`src/rtl/reg_file_pkg.sv`:
```
// Shared defaults for the reg_file register file.
// Optional macro REG_FILE_BYPASS_EN selects write-first on same-address read/write collisions.
package reg_file_pkg;

  localparam int DEFAULT_WIDTH = 64;
  localparam int DEFAULT_DEPTH = 16;

  // Reset image for entries and read data; replicated per bit to fit any WIDTH.
  localparam logic [DEFAULT_WIDTH-1:0] RESET_DATA = '0;

endpackage

```
`src/rtl/reg_file.sv`:
```
// DEPTH x WIDTH register file: one synchronous write port, one registered read port with valid.
// Macro REG_FILE_BYPASS_EN: defined = write-first on collision, undefined = read-before-write.
module reg_file
  import reg_file_pkg::*;
#(
  parameter int  WIDTH  = DEFAULT_WIDTH,
  parameter int  DEPTH  = DEFAULT_DEPTH,
  localparam int ADDR_W = $clog2(DEPTH)
) (
  input  logic              Clk,
  input  logic              Rst,
  input  logic              En,
  input  logic              WrEn,
  input  logic [ADDR_W-1:0] WrAddr,
  input  logic [WIDTH-1:0]  WrData,
  input  logic              RdEn,
  input  logic [ADDR_W-1:0] RdAddr,
  output logic [WIDTH-1:0]  RdData,
  output logic              RdValid
);

  localparam logic [WIDTH-1:0]  RST_VAL = {WIDTH{RESET_DATA[0]}};
  localparam logic [ADDR_W:0]   DEPTH_C = (ADDR_W + 1)'(DEPTH);

  logic [WIDTH-1:0] mem_q [DEPTH];
  logic [WIDTH-1:0] rd_data_q, rd_data_d;
  logic             rd_valid_q, rd_valid_d;
  logic             wr_ok;
  logic             rd_req;
  logic             rd_in_range;

  // DEPTH need not be a power of two, so addresses are range-checked explicitly.
  assign wr_ok       = En && WrEn && ({1'b0, WrAddr} < DEPTH_C);
  assign rd_req      = En && RdEn;
  assign rd_in_range = ({1'b0, RdAddr} < DEPTH_C);

  always_comb begin
    rd_data_d  = rd_data_q;
    rd_valid_d = 1'b0;
    if (rd_req) begin
      rd_valid_d = 1'b1;
      rd_data_d  = rd_in_range ? mem_q[RdAddr] : RST_VAL;
`ifdef REG_FILE_BYPASS_EN
      if (wr_ok && (WrAddr == RdAddr)) begin
        rd_data_d = WrData;
      end
`endif
    end
  end

  always_ff @(posedge Clk) begin
    if (Rst) begin
      for (int i = 0; i < DEPTH; i++) begin
        mem_q[i] <= RST_VAL;
      end
      rd_data_q  <= RST_VAL;
      rd_valid_q <= 1'b0;
    end else begin
      if (wr_ok) begin
        mem_q[WrAddr] <= WrData;
      end
      rd_data_q  <= rd_data_d;
      rd_valid_q <= rd_valid_d;
    end
  end

  assign RdData  = rd_data_q;
  assign RdValid = rd_valid_q;

endmodule

```
`config.mk`:
```
export PLATFORM = sky130hd
export DESIGN_NAME = reg_file
export DESIGN_NICKNAME = d
export VERILOG_FILES = /design/src/rtl/reg_file_pkg.sv /design/src/rtl/reg_file.sv
export SDC_FILE = /design/constraint.sdc
export NUM_CORES = 2
export LEC_CHECK = 0
export CAP_MARGIN = 20
export CORE_UTILIZATION = 45
export DETAILED_ROUTE_END_ITERATION = 6
export SLEW_MARGIN = 0
export SYNTH_ARGS = -nofsm -noshare
export SYNTH_HDL_FRONTEND = slang
export SYNTH_SLANG_ARGS = --single-unit
```
`constraint.sdc`:
```
create_clock -name Clk -period 3.4 [get_ports Clk]
set_input_delay 0.34 -clock Clk [delete_from_list [all_inputs] [get_ports Clk]]
set_output_delay 0.34 -clock Clk [all_outputs]
set_load 0.01 [all_outputs]
```
## Word level (Yosys, flattened, before mapping)

Memory sizes are Yosys's and may differ from the RTL's. A register that Yosys moved wholly into a read port is not among the register bits.
Cells that the tools add are included.

- $add $sub $neg: 0
- Multiply operators: 0
- Div/mod/pow operators: 0
- Order comparisons: 0
- Equal/unequal tests: 0
- Shifts and indexed selects: 0
- Multiplexer cells: 9
- Bitwise logic cells: 0
- Reduce and logical (&&, ||, !) cells: 3

Operators by type and width:

| cell | count |
|---|---|
| $mux W64 | 1 |
| $reduce_or A64 Y1 | 1 |
| $mux W1 | 7 |
| $mux W4 | 1 |
| $logic_and A1 B1 Y1 | 2 |

- Flip-flop bits (word level): 1
- Bits in latches: 0
- Memory bits (writable): 1024
- ROM bits: 0
- Bits of input ports: 77
- Output and inout port bits: 65
- Word-level logic and storage cells: 14
- Memories kept: 1

Memories:

| name | depth | width | rd ports | clocked after memory_dff | write ports | line | RTL |
|---|---|---|---|---|---|---|---|
| mem_q | 16 | 64 | 1 | 1 | 16 | reg_file.sv:25 | `logic [WIDTH-1:0] mem_q [DEPTH];` |

## Depth between registers and ports, before layout

- Word-level depth: 6
- Depth in mapped cells: 9
- Gate-level depth less buffers: 4

## Worst setup path after synthesis

OpenSTA, ideal clock, no wires.

- Path kind: in2reg
- Start: input Rst
- End: memory mem_q[3][0] in the netlist's numbering (enable)
- Library setup time: 394 ps
- Arrival time: 2037 ps
- Data required time: 3006 ps
- Setup slack: 969 ps
- Stages: 5
- Buffers on the path: 1
- Path through: nand4b_1 or2_1 nor3_1 clkbuf_1 or2_2

RTL lines:

| what | line | RTL |
|---|---|---|
| start: declaration | reg_file.sv:11 | `input logic Rst,` |
| end: declaration | reg_file.sv:25 |  |

==> impl_metrics.csv <==
group,metric,value,unit
run_status,status,"finished, violations left",
run_status,violations,"design-rule violations",
place,dp_hpwl,70200,µm
detailed_routing,wl_met2,62600,µm
yosys,synth_area,0.0479,mm²
global_route,antenna_found_initial,7,
setup_path,start_kind,"input pin",
finish,drive_gt1_share,17.6,%
clocking,clkTransAtPathRegs,0.06,ns
sta,timing.fmax,413,MHz
yosys,yosys_warnings,0,
clocking,cts.sinks,1089,
detailed_routing,wl_met3,9300,µm
setup_path,reg2reg_to,"RdData[35]$_SDFFE_PP0P_",
setup_path,crit_chain,"clkdlybuf4s50_1 -> and4bb_1 -> nand2_1 -> nor3_2 -> buf_4 -> and2_1",
global_route,gr-usage-all-layers,23.6,%
clocking,clockBufferDepth,3,
sta,relSlewSlack,33.1,%
detailed_routing,initialDrtViolationCount,2710,
detailed_routing,ant_nets,0,
detailed_routing,viasPerCell,5.66,
yosys,synth_ff_type,"edfxtp_1",
sta,tns,0,ns
sta,rsz0062_at_grt,"no",
power_and_ir_drop,peakVddDrop,0.386,mV
yosys,synth_top_family_by_area,"simple AND/OR/NAND/NOR gates",
detailed_routing,post_drt_wl_per_cell,27.1,µm
place,port-buffer-count,141,
sta,hold_viol,0,
power_and_ir_drop,leakagePower,19.5,nW
setup_path,ff2ff_setup_slack,1.84,ns
detailed_routing,top_layer_used,"met4",
setup_path,reg2regPathDepth,4,
setup_path,slowest_stage,"buf_4",
hold_path,hold_class,"input pin to flip-flop",
setup_path,worstPathMaxFanout,64,
finish,finalNonFillerCells,4648,
die,fp.coreArea,0.105,mm²
clocking,h-tree-depth,3,
clocking,clock-root-buffer,"clkbuf_16",
yosys,synth-adder-area-share,0,%
clocking,cts_buffers,115,
setup_path,cpPeakStageDelay,0.80,ns
die,rows,119,
sta,min_period_over_period,71.2,%
die,io_pins,142,
yosys,synth-xor-area-share,0,%
global_route,grt_pass1_wl,184000,µm
finish,final_cell_mix,"and2_1 (1024), edfxtp_1 (1024), mux4_2 (193)",
sta,finalClockSkew,0.0271,ns
sta,layout_min_cycle_time,2.42,ns
die,initial_utilization,45.5,%
setup_path,crit_start,"En",
detailed_routing,dr_total_vias,26305,
clocking,post_cts.repair.setup_buffers,0,
global_route,grt_max_degree,78,
detailed_routing,wl_met1,51600,µm
clocking,clk_latency,0.71,ns
global_route,grt_pass1_vias,27522,
setup_path,endpoint,"mem_q[0][25]$_SDFFCE_PN0P_",
finish,area_growth,15.4,%
finish,regArea,0.0321,mm²
finish,multi_input_area,0.0148,mm²
yosys,synth.area.mux_share,13.2,%
yosys,synth_seq_cells,1089,
sta,slew_viol_final,0,
yosys,syn_area_per_cell,15.5,µm²
sta,worst_pin_slew,1.00,ns
detailed_routing,drt_pre_antenna_iters,7,
yosys,synth_cell_type_count,29,
yosys,async_flop_share,0,%
yosys,netlist_instances,3083,
yosys,synth_seq_area_share,66.9,%
die,dieHeight,328,µm
clocking,postCtsResizedCells,0,
setup_path,cp.arrival,2.98,ns
setup_path,worst_ep_required_time,3.96,ns
job,max-cap-violations,0,
setup_path,end_kind,"flip-flop",
setup_path,reg2reg_from,"mem_q[15][35]$_SDFFCE_PN0P_",
die,die_w,328,µm
place,dp.cells,4426,
yosys,synthSimpleGateAreaFrac,14.4,%
sta,finalSetupViolations,0,
finish,num-nets-final,3229,
detailed_routing,wl,126000,µm
finish,n_fill_cell,8564,
power_and_ir_drop,pwr_density_cell,550,mW/mm²
yosys,synth_edf_count,1024,
yosys,synth-compound-area-share,2.83,%
place,place_congestion,0.764,
clocking,cts.hold.buffers_added,0,
clocking,cts_tree,"built",
die,die_area,0.108,mm²
yosys,syn_nets,3160,
detailed_routing,drt_drc_violations_left,40,
setup_path,worstSetupPathType,"input pin to flip-flop",
global_route,gr-total-overflow,0,
critical path, delay by kind of cell:
kind	cells	cell delay, ns
AND/OR/NAND/NOR	4	1.14
buffers and inverters	2	1.44
through the flow:
step	utilization, %	total power [mW]	setup WS [ns]	hold WS, ns	area [µm²]
after CTS	52.5	30.6	1.06	0.102	55300
after detailed placement	48.8	18.0	0.337	0.483	51500
after global routing	52.5	31.3	0.871	0.155	55300
after global placement	48.8	18.0	0.390	0.485	51500
final	52.5	30.4	0.979	0.131	55300
after floorplan	-	17.0	0.969	0.513	47900
synthesized netlist by cell type (3+ instances only):
cell / instances / share of area (%)
buf_2: 14 / 0.15
mux2_2: 64 / 1.5
nand2b_1: 3 / 0.039
o21ai_1: 63 / 0.66
mux4_2: 193 / 9.1
nor2_1: 13 / 0.10
buf_1: 13 / 0.10
a221oi_1: 63 / 1.2
clkbuf_1: 229 / 1.8
dfxtp_1: 65 / 2.7
mux2i_1: 127 / 2.7
nand2_1: 66 / 0.52
nor3_1: 4 / 0.042
edfxtp_1: 1024 / 64
a22oi_1: 63 / 0.99
buf_4: 7 / 0.11
and2_1: 1026 / 13
or2_2: 16 / 0.21
buf_6: 20 / 0.47
layout make-up:
cell class | count | share of cell area (%)
Multi-Input combinational cell | 1709 | 26.7
Inverter | 1 | 0.00679
Sequential cell | 1089 | 57.9
Tap cell | 1391 | 3.15
Clock inverter | 51 | 0.878
Timing Repair Buffer | 236 | 5.19
Clock buffer | 169 | 6.08
Antenna cell | 2 | 0.00905
worst min path at each step:
stage	start	endpoint	slack, ns	depth (start not counted)
floorplan	RdEn	RdValid$_SDFF_PP0_	0.51	1
global route	RdAddr[1]	RdData[29]$_SDFFE_PP0P_	0.16	3
global placement	RdData[57]$_SDFFE_PP0P_	RdData[57]$_SDFFE_PP0P_	0.48	2
CTS	RdAddr[1]	RdData[1]$_SDFFE_PP0P_	0.10	3
finish	RdAddr[1]	RdData[9]$_SDFFE_PP0P_	0.13	3
detailed placement	RdData[59]$_SDFFE_PP0P_	RdData[59]$_SDFFE_PP0P_	0.48	2
per-layer routing:
layer / GRT usage, % / up-vias
met5: 0 / -
met4: 6.21 / 0
met3: 4.26 / 155
met2: 39.8 / 940
met1: 31.5 / 13708
li1: - / 11502
power by group:
part / switching, mW / internal [mW] / total [mW]
sequential: 0.228 / 15.4 / 15.6
combinational: 1.22 / 0.922 / 2.14
clock: 5.29 / 7.39 / 12.7
total: 6.74 / 23.7 / 30.4
flip-flops by register name, indices dropped and copies added (netlist names):
name / cells
RdData: 64
RdValid: 1
mem_q: 1024
cell families after synthesis:
family | after synthesis
AND/OR/NAND/NOR | 1134
multiplexers | 384
flip-flops | 1089
AO/OA/AOI/OAI | 191
buffers and inverters | 285
(Power assumes the default switching activity.)
